## src/rtl/pulse_gen_pkg.sv

```systemverilog
// rtl/pulse_gen_pkg.sv - state encoding, default widths and clock constants for the pulse train generator
package pulse_gen_pkg;

   typedef enum logic [1:0] {
      ST_IDLE   = 2'd0,
      ST_HIGH   = 2'd1,
      ST_LOW    = 2'd2,
      ST_FINISH = 2'd3
   } pg_state_t;

   localparam int DEF_WIDTH_W   = 16;
   localparam int DEF_COUNT_W   = 8;
   localparam int CLK_PERIOD_NS = 20;
   localparam int CYCLES_PER_US = 1000 / CLK_PERIOD_NS;

   // Rounds up so a requested duration is never shortened.
   function automatic int ns_to_cycles(input int ns);
      return (ns + CLK_PERIOD_NS - 1) / CLK_PERIOD_NS;
   endfunction

endpackage

```

## src/rtl/down_timer.sv

```systemverilog
// rtl/down_timer.sv - loadable down-counter with zero flag, shared by HIGH and LOW phase timing
module down_timer
   import pulse_gen_pkg::*;
#(
   parameter int WIDTH_W = DEF_WIDTH_W
) (
   input  logic               i_Clk,
   input  logic               i_Rst_L,
   input  logic               i_Load,
   input  logic [WIDTH_W-1:0] i_Value,
   output logic               o_Zero
);

   logic [WIDTH_W-1:0] r_count;

   // Parks at zero instead of wrapping so an idle timer stays quiet.
   always_ff @(posedge i_Clk or negedge i_Rst_L) begin
      if (!i_Rst_L) begin
         r_count <= '0;
      end else if (i_Load) begin
         r_count <= i_Value;
      end else if (r_count != '0) begin
         r_count <= r_count - 1'b1;
      end
   end

   assign o_Zero = (r_count == '0);

endmodule

```

## src/rtl/pulse_train_gen.sv

```systemverilog
// rtl/pulse_train_gen.sv - burst of N configurable pulses with start/busy/done handshake and abort
module pulse_train_gen
   import pulse_gen_pkg::*;
#(
   parameter int   WIDTH_W    = DEF_WIDTH_W,
   parameter int   COUNT_W    = DEF_COUNT_W,
   parameter logic IDLE_LEVEL = 1'b0
) (
   input  logic               i_Clk,
   input  logic               i_Rst_L,
   input  logic               i_Start,
   input  logic               i_Abort,
   input  logic [WIDTH_W-1:0] i_Width,
   input  logic [WIDTH_W-1:0] i_Gap,
   input  logic [COUNT_W-1:0] i_Count,
   output logic               o_Pulse,
   output logic               o_Busy,
   output logic               o_Done,
   output logic               o_Aborted,
   output logic [COUNT_W-1:0] o_Pulse_Idx
);

   pg_state_t          r_state;
   pg_state_t          w_next;
   logic [WIDTH_W-1:0] r_width;
   logic [WIDTH_W-1:0] r_gap;
   logic [COUNT_W-1:0] r_count;
   logic [COUNT_W-1:0] r_idx;
   logic               r_pulse;
   logic               r_busy;
   logic               r_done;
   logic               r_aborted;
   logic               w_accept;
   logic               w_abort;
   logic               w_load;
   logic               w_zero;
   logic               w_last;
   logic               w_idx_inc;
   logic [WIDTH_W-1:0] w_load_val;

   // Timer reload for a phase of v cycles; a zero setting still lasts one cycle.
   function automatic logic [WIDTH_W-1:0] span_m1(input logic [WIDTH_W-1:0] v);
      return (v == '0) ? '0 : v - 1'b1;
   endfunction

   assign w_last = (r_idx == r_count - 1'b1);

   down_timer #(.WIDTH_W(WIDTH_W)) u_timer (
      .i_Clk   (i_Clk),
      .i_Rst_L (i_Rst_L),
      .i_Load  (w_load),
      .i_Value (w_load_val),
      .o_Zero  (w_zero)
   );

   always_comb begin
      w_next     = r_state;
      w_accept   = 1'b0;
      w_abort    = 1'b0;
      w_load     = 1'b0;
      w_load_val = '0;
      w_idx_inc  = 1'b0;
      case (r_state)
         ST_IDLE: begin
            if (i_Start) begin
               w_accept = 1'b1;
               if (i_Count == '0) begin
                  w_next = ST_FINISH;
               end else begin
                  w_next     = ST_HIGH;
                  w_load     = 1'b1;
                  w_load_val = span_m1(i_Width);
               end
            end
         end
         ST_HIGH: begin
            if (i_Abort) begin
               w_abort = 1'b1;
               w_next  = ST_IDLE;
            end else if (w_zero) begin
               if (w_last) begin
                  w_next = ST_FINISH;
               end else begin
                  w_next     = ST_LOW;
                  w_load     = 1'b1;
                  w_load_val = span_m1(r_gap);
               end
            end
         end
         ST_LOW: begin
            if (i_Abort) begin
               w_abort = 1'b1;
               w_next  = ST_IDLE;
            end else if (w_zero) begin
               w_next     = ST_HIGH;
               w_load     = 1'b1;
               w_load_val = span_m1(r_width);
               w_idx_inc  = 1'b1;
            end
         end
         ST_FINISH: w_next = ST_IDLE;
         default:   w_next = ST_IDLE;
      endcase
   end

   always_ff @(posedge i_Clk or negedge i_Rst_L) begin
      if (!i_Rst_L) begin
         r_state   <= ST_IDLE;
         r_width   <= '0;
         r_gap     <= '0;
         r_count   <= '0;
         r_idx     <= '0;
         r_pulse   <= IDLE_LEVEL;
         r_busy    <= 1'b0;
         r_done    <= 1'b0;
         r_aborted <= 1'b0;
      end else begin
         r_state <= w_next;
         if (w_accept) begin
            r_width <= i_Width;
            r_gap   <= i_Gap;
            r_count <= i_Count;
            r_idx   <= '0;
         end else if (w_idx_inc) begin
            r_idx <= r_idx + 1'b1;
         end
         // Outputs follow the state being entered so they line up with it.
         r_pulse   <= (w_next == ST_HIGH) ? ~IDLE_LEVEL : IDLE_LEVEL;
         r_busy    <= (w_next == ST_HIGH) || (w_next == ST_LOW);
         r_done    <= (w_next == ST_FINISH) || w_abort;
         r_aborted <= w_abort;
      end
   end

   assign o_Pulse     = r_pulse;
   assign o_Busy      = r_busy;
   assign o_Done      = r_done;
   assign o_Aborted   = r_aborted;
   assign o_Pulse_Idx = r_idx;

endmodule

```

## config.mk

```make
export PLATFORM = sky130hd
export DESIGN_NAME = pulse_train_gen
export DESIGN_NICKNAME = d
export VERILOG_FILES = /design/src/rtl/pulse_gen_pkg.sv /design/src/rtl/down_timer.sv /design/src/rtl/pulse_train_gen.sv
export SDC_FILE = /design/constraint.sdc
export NUM_CORES = 1
export LEC_CHECK = 0
export CAP_MARGIN = 40
export CELL_PAD_IN_SITES_DETAIL_PLACEMENT = 0
export CELL_PAD_IN_SITES_GLOBAL_PLACEMENT = 1
export CORE_UTILIZATION = 32
export CTS_BUF_LIST = sky130_fd_sc_hd__clkbuf_2
export DETAILED_ROUTE_END_ITERATION = 10
export GPL_ROUTABILITY_DRIVEN = 0
export HOLD_SLACK_MARGIN = 0.05
export PLACE_DENSITY_LB_ADDON = 0.1
export REMOVE_ABC_BUFFERS = 1
export SETUP_SLACK_MARGIN = 0.2
export SLEW_MARGIN = 20
export SYNTH_ARGS = -nofsm -noshare
export SYNTH_HDL_FRONTEND = slang
export SYNTH_HIERARCHICAL = 1
export SYNTH_SLANG_ARGS = --single-unit
```

## constraint.sdc

```tcl
create_clock -name i_Clk -period 8.6 [get_ports i_Clk]
set_clock_uncertainty 0.05 [all_clocks]
set_input_delay 1.72 -clock i_Clk [delete_from_list [all_inputs] [get_ports i_Clk]]
set_output_delay 1.72 -clock i_Clk [all_outputs]
set_load 0.01 [all_outputs]
```

Yosys cells after proc, flatten, opt, wreduce, memory -nomap -nowiden
Index checks and enable logic that the tools add are counted.
{"block": "totals", "output_inout_bits": 12, "input_bits": 44, "regBits": 70, "elab_cells": 72}
{"block": "classes", "reduce_logical": 12, "eq_ne": 7, "add_sub_neg": 6, "muxes": 37}
{"op": "$mux W16", "count": 12}
{"op": "$logic_not A16 Y1", "count": 4}
{"op": "$sub A16 B1 Y16 const B", "count": 4}
{"op": "$pmux W16 S3", "count": 1}
{"op": "$mux W8", "count": 2}
{"op": "$reduce_bool A16 Y1", "count": 1}
{"op": "$mux W1", "count": 14}
{"op": "$mux W2", "count": 6}
{"op": "$add A8 B1 Y8 const B", "count": 1}
{"op": "$eq A2 B2 Y1 const B", "count": 4}
{"op": "$eq A8 B8 Y1", "count": 1}
{"op": "$logic_not A8 Y1", "count": 1}
{"op": "$pmux W2 S4", "count": 1}
{"op": "$sub A8 B1 Y8 const B", "count": 1}
{"op": "$eq A2 B1 Y1 const B", "count": 2}
{"op": "$reduce_bool A2 Y1", "count": 2}
{"op": "$pmux W1 S3", "count": 1}
{"op": "$logic_not A2 Y1", "count": 1}
{"op": "$logic_or A1 B1 Y1", "count": 2}
{"op": "$reduce_or A2 Y1", "count": 1}

Logic depth before layout (Yosys ltp)
{"block": "depth", "depth_word": 8, "mapped_depth": 14, "depth_no_buf": 13}

Hierarchy
The synthesis kept the hierarchy.
{"mod": "pulse_train_gen", "seq_area_each_um2": 1351.3, "n_inst": 1, "cells_each": 446, "area_each_um2": 3651.0}
{"mod": "down_timer", "seq_area_each_um2": 400.4, "n_inst": 1, "cells_each": 104, "area_each_um2": 1006.0}

Worst setup path before layout
Ideal clock, no wire load.
{"block": "synth_path", "path_type": "input port to flip-flop", "from": "input i_Width[10]", "to": "register u_timer.r_count[10]", "arrival_time_ns": 3.488, "setup_time_ns": 0.126, "required_ns": 8.424, "n_path_buf": 1, "slack_ns": 4.936, "stages": 7, "path_cell_list": "or4_1 o41ai_2 inv_2 buf_6 a2bb2oi_1 o22ai_1 a221o_1"}
{"block": "synth_via", "elab_chain_cells": 6, "elab_cells_between_ends": 7, "cone_classes": "add/sub (1); mux (5); reduce/logical (1)"}
{"element": "from (decl)", "line_no": "pulse_train_gen.sv:13", "text": "input logic [WIDTH_W-1:0] i_Width,"}
{"element": "$sub A16 B1 Y16 or $logic_not A16 Y1 (tied branches)", "line_no": "pulse_train_gen.sv:43", "text": "return (v == '0) ? '0 : v - 1'b1;"}
{"element": "$mux W16 (*)", "line_no": "pulse_train_gen.sv:43"}
{"element": "$mux W16 (*)", "line_no": "pulse_train_gen.sv:67", "text": "if (i_Count == '0) begin"}
{"element": "$mux W16 (*)", "line_no": "pulse_train_gen.sv:65", "text": "if (i_Start) begin"}
{"element": "$pmux W16 S3 (*)", "line_no": "pulse_train_gen.sv:63", "text": "case (r_state)"}
{"element": "named net w_load_val[10]", "line_no": "pulse_train_gen.sv:39", "text": "logic [WIDTH_W-1:0] w_load_val;"}
{"element": "$mux W16 (*)", "line_no": "down_timer.sv:20", "text": "end else if (i_Load) begin"}
{"element": "to (signal assigned)", "line_no": "down_timer.sv:21", "text": "r_count <= i_Value;"}
{"element": "to (signal assigned)", "line_no": "down_timer.sv:23", "text": "r_count <= r_count - 1'b1;"}
{"element": "to (decl)", "line_no": "down_timer.sv:14", "text": "logic [WIDTH_W-1:0] r_count;"}
The timed path passes the listed nets; every way through them passes the cells marked *.
A chain may end at the register's enable or synchronous reset.

Final worst setup path
{"block": "layout_path", "from": "input i_Width[2]", "to": "register u_timer.r_count[14]"}
Same word-level chain as after synthesis.

==> results <==
- The number of endpoints failing setup at the final stage is 0.
- Walking the worst path, the cells encountered are clkdlybuf4s50_1, nor4_4, nand4b_2, o41ai_2, inv_2, a22oi_1, o22ai_1, a221o_1.
- The area of the mapped netlist is ~4700 um2.
- The share of synthesized area in the top cell type comes to 0.376.
- The final instance area is approximately 5500 um2.
- between 50 and 60 I/O pins were placed.
- The global router's overall resource usage is 0.183.
- Clock-pin slew was measured on the worst setup and hold paths at 190 ps.
- The max-cap violation count is 0.
- Ranked by total cell area, the synthesized netlist is headed by sky130_fd_sc_hd__dfrtp_1 38%, sky130_fd_sc_hd__nand2_1 11%, sky130_fd_sc_hd__xnor2_1 7.1%, sky130_fd_sc_hd__ha_1 3.8%, sky130_fd_sc_hd__xor2_1 3.6%.
- In this run the number of H-tree levels came out at 3.
- In this design, the stage delay of the slowest critical-path cell is around 640 ps.
- Summing over every cut layer, the via total after detailed routing is roughly 4000.
- The tree is rooted in a sky130_fd_sc_hd__clkbuf_2.
- In this run the worst path has a maximum fanout of 11.
- The critical setup path kind is input port to register.
- The clock tree from TritonCTS is done.
- Yosys mapped a number of flops with a built-in enable equal to 0.
- The register bit total from synthesis is 70.
- The die is ~120 um tall.
- Of the available clock period, the critical path in the final layout requires 0.481.
- The maximum operating frequency is around 0.24 GHz.
- The detailed-routing iteration count for the pre-antenna-repair pass is 4.
- The clock passes through at most 2 buffers.
- The post-layout instance count excluding filler cells is between 700 and 800.
- The data arrival time at the worst-slack endpoint is between 4000 and 5000 ps.
- For the pin with the worst max-slew slack, the measured transition is around 800 ps.
- The worst-case IR drop observed on VDD is roughly 0.14 mV.
- In the synthesized netlist the async set-or-reset flop fraction comes to 1.00.
- The number of vias per cell is around 5.1.
- The ratio of cells with drive above 1 in the final layout is 0.0908.
- The layout overhead on the synthesized area is 18.9%.
- The worst-path cell with the longest stage delay is sky130_fd_sc_hd__o41ai_2.
- The count of instances resized after the clock tree is built is 0.
- The worst hold path class is register to register.
- The library cells used most frequently in the layout, excluding fill and tap cells, are 137 x sky130_fd_sc_hd__nand2_1, 70 x sky130_fd_sc_hd__dfrtp_1, 54 x sky130_fd_sc_hd__clkdlybuf4s50_1.
- The tree built by TritonCTS fans out to 70 sinks.
- The number of post-CTS setup repair buffers is 0.
- The die is approximately 120 um wide.
- The via count of the first global-routing pass was slightly below 4000.
- The wire length reported by the detailed router is approximately 13 mm.
- Entering global routing, the biggest net connects 44 pins.
- The number of max-slew violations in the final report is 0.
- The DRC violation total after the first TritonRoute iteration is 229.
- Subtracting the final worst setup slack from the clock period gives 4140 ps.
- The full die area is around 15000 um2.
- The remaining antenna violation count is 0.
- Dividing the detail-routed wire length by the instance count gives ~16 um.
- Setup repair after global routing left no endpoint under its margin.
- The multi-input logic area is about 2700 um2.
- The critical path data required time is about 9000 ps.
- The number of hold-repair buffers added at the cts stage is 0.
- The number of antenna violations at the first check in global routing is 1.
- The number of placed instances, taps included is 771.
- In this run the tightest slew margin relative to its limit is 0.450.
- The portion of the post-synthesis area used by sequential elements is 0.376.
- Power comes to ~0.0016 W.
- The number of buffers and inverters on the critical path is 2.
- The areal power density over the cells is 288 nW/um2.
- Summed over all failing endpoints, the final setup total negative slack is 0 ps.
- The most used flip-flop cell after synthesis is sky130_fd_sc_hd__dfrtp_1.
- The register cell area after layout is 1750 um2.
- Leaving out fill and tap cells, the most frequent cell in the layout is sky130_fd_sc_hd__nand2_1.
- The count of buffers added on input and output ports is 55.
- Clock latency on the worst-skew pair, taken at its later pin, is about 550 ps.
- The worst setup path is captured at a register.
- The initial utilization of the core area, before any placement, comes to 0.332.
- At the end of the flow, the number of nets in the layout was 660.
- The run finished with clean final reports.
- The count of different cell masters after synthesis is 59.
- The hold violation total from the final report is 0.
- The wire length of the first global-routing pass is slightly above 20 mm.
- Of all cell types, the one taking the most synthesized area is sky130_fd_sc_hd__dfrtp_1.
- The synthesis warning total is 6.
- After technology mapping, the gate count stands at 550.
- After detailed placement, the total cell area comes to ~5400 um2.
- In this run the mean area of a mapped cell was 8.47 um2.
- The core area is roughly 14000 um2.
- The number of clock buffers inserted by TritonCTS is 9.
- The global route total overflow is 0.
- In this run the static leakage power is 2.30 nW.
- The worst setup path is launched from an input port.
- The DRC violation count after routing is 0.
- The count of fill cells added during filler insertion is ~1500.
- The initialized floorplan defines 43 standard-cell rows.
- In this design, the largest share of critical-path delay is due to compound AO/OA/AOI/OAI gates.
- The placed wire-length estimate is ~9.5 mm.
stage by stage:
stage / utilization / hold slack [ps] / setup slack, ps
5_1_grt: 0.394 / 527 / 4300
2_1_floorplan: - / 415 / 3610
6_report: 0.394 / 505 / 4460
4_1_cts: 0.394 / 507 / 4550
3_3_place_gp: 0.383 / 459 / 3700
3_5_place_dp: 0.387 / 466 / 3910
registers in the layout (all words and copies together), names as in the netlist:
register / count
r_state: 2
u_timer/r_count: 16
o_Aborted: 1
o_Busy: 1
r_width: 16
o_Pulse: 1
o_Done: 1
r_gap: 16
r_count: 8
o_Pulse_Idx: 8
tightest hold or removal path, stage by stage (launching register included):
cell and delay [ps]:
sky130_fd_sc_hd__dfrtp_1 420, sky130_fd_sc_hd__nand2_1 60, sky130_fd_sc_hd__nand2_1 60
synth_stat cells, drive strengths merged, types with 17 or more instances:
master    n
nand2   137
dfrtp    70
nor2     40
xnor2    38
inv      19
nor4     19
xor2     19
o21ai    18
a21oi    17
nor3     17
o22ai    17
cell families (layout without fill, tap and decap cells):
group,count (synthesis),after routing,share of synthesized area
multiplexers,3,3,0.00672
flip-flops,70,70,0.376
AND/OR/NAND/NOR,279,279,0.298
XOR/XNOR,57,57,0.107
adder cells (fa/ha/maj),14,14,0.0376
buffers and inverters,40,96,0.0363
other,0,1,0
AO/OA/AOI/OAI,87,87,0.138
final cells by class:
class | count | share of cell area
Antenna cell | 1 | 0.000452
Clock buffer | 13 | 0.0118
Clock inverter | 2 | 0.00610
Inverter | 19 | 0.0129
Multi-Input combinational cell | 440 | 0.496
Sequential cell | 70 | 0.316
Tap cell | 180 | 0.0407
Timing Repair Buffer | 62 | 0.115
final timing paths:
kind	cells after the start	slack, ps	start	endpoint
worst min register to register	2	500	r_count[7]	r_count[7]
worst max register to register	12	4950	u_timer/r_count[0]	u_timer/r_count[8]
worst min-delay path	2	500	r_count[7]	r_count[7]
worst max-delay path	8	4460	i_Width[2]	u_timer/r_count[14]
min in group asynchronous	2	1100	i_Rst_L	r_width[4]
max in group asynchronous	3	6820	i_Rst_L	r_gap[3]
power breakdown:
| part | internal [W] | total (W) | switching, W |
|---|---|---|---|
| sequential | 0.000466 | 0.000638 | 0.000172 |
| combinational | 0.000345 | 0.000761 | 0.000416 |
| clock | 0.0000697 | 0.000193 | 0.000123 |
routing by layer:
| metal | global-route usage | vias to the layer above | share of wire | wire length (um) |
|---|---|---|---|---|
| met3 | 0.0321 | 15 | 0.043 | 556 |
| met2 | 0.291 | 77 | 0.46 | 5900 |
| met5 | 0 | - | 0 | 0 |
| met4 | 0.0701 | 0 | 0.017 | 225 |
| li1 | - | 2009 | - | - |
| met1 | 0.247 | 1895 | 0.48 | 6200 |
No activity file was read; power rests on OpenSTA's default activity.
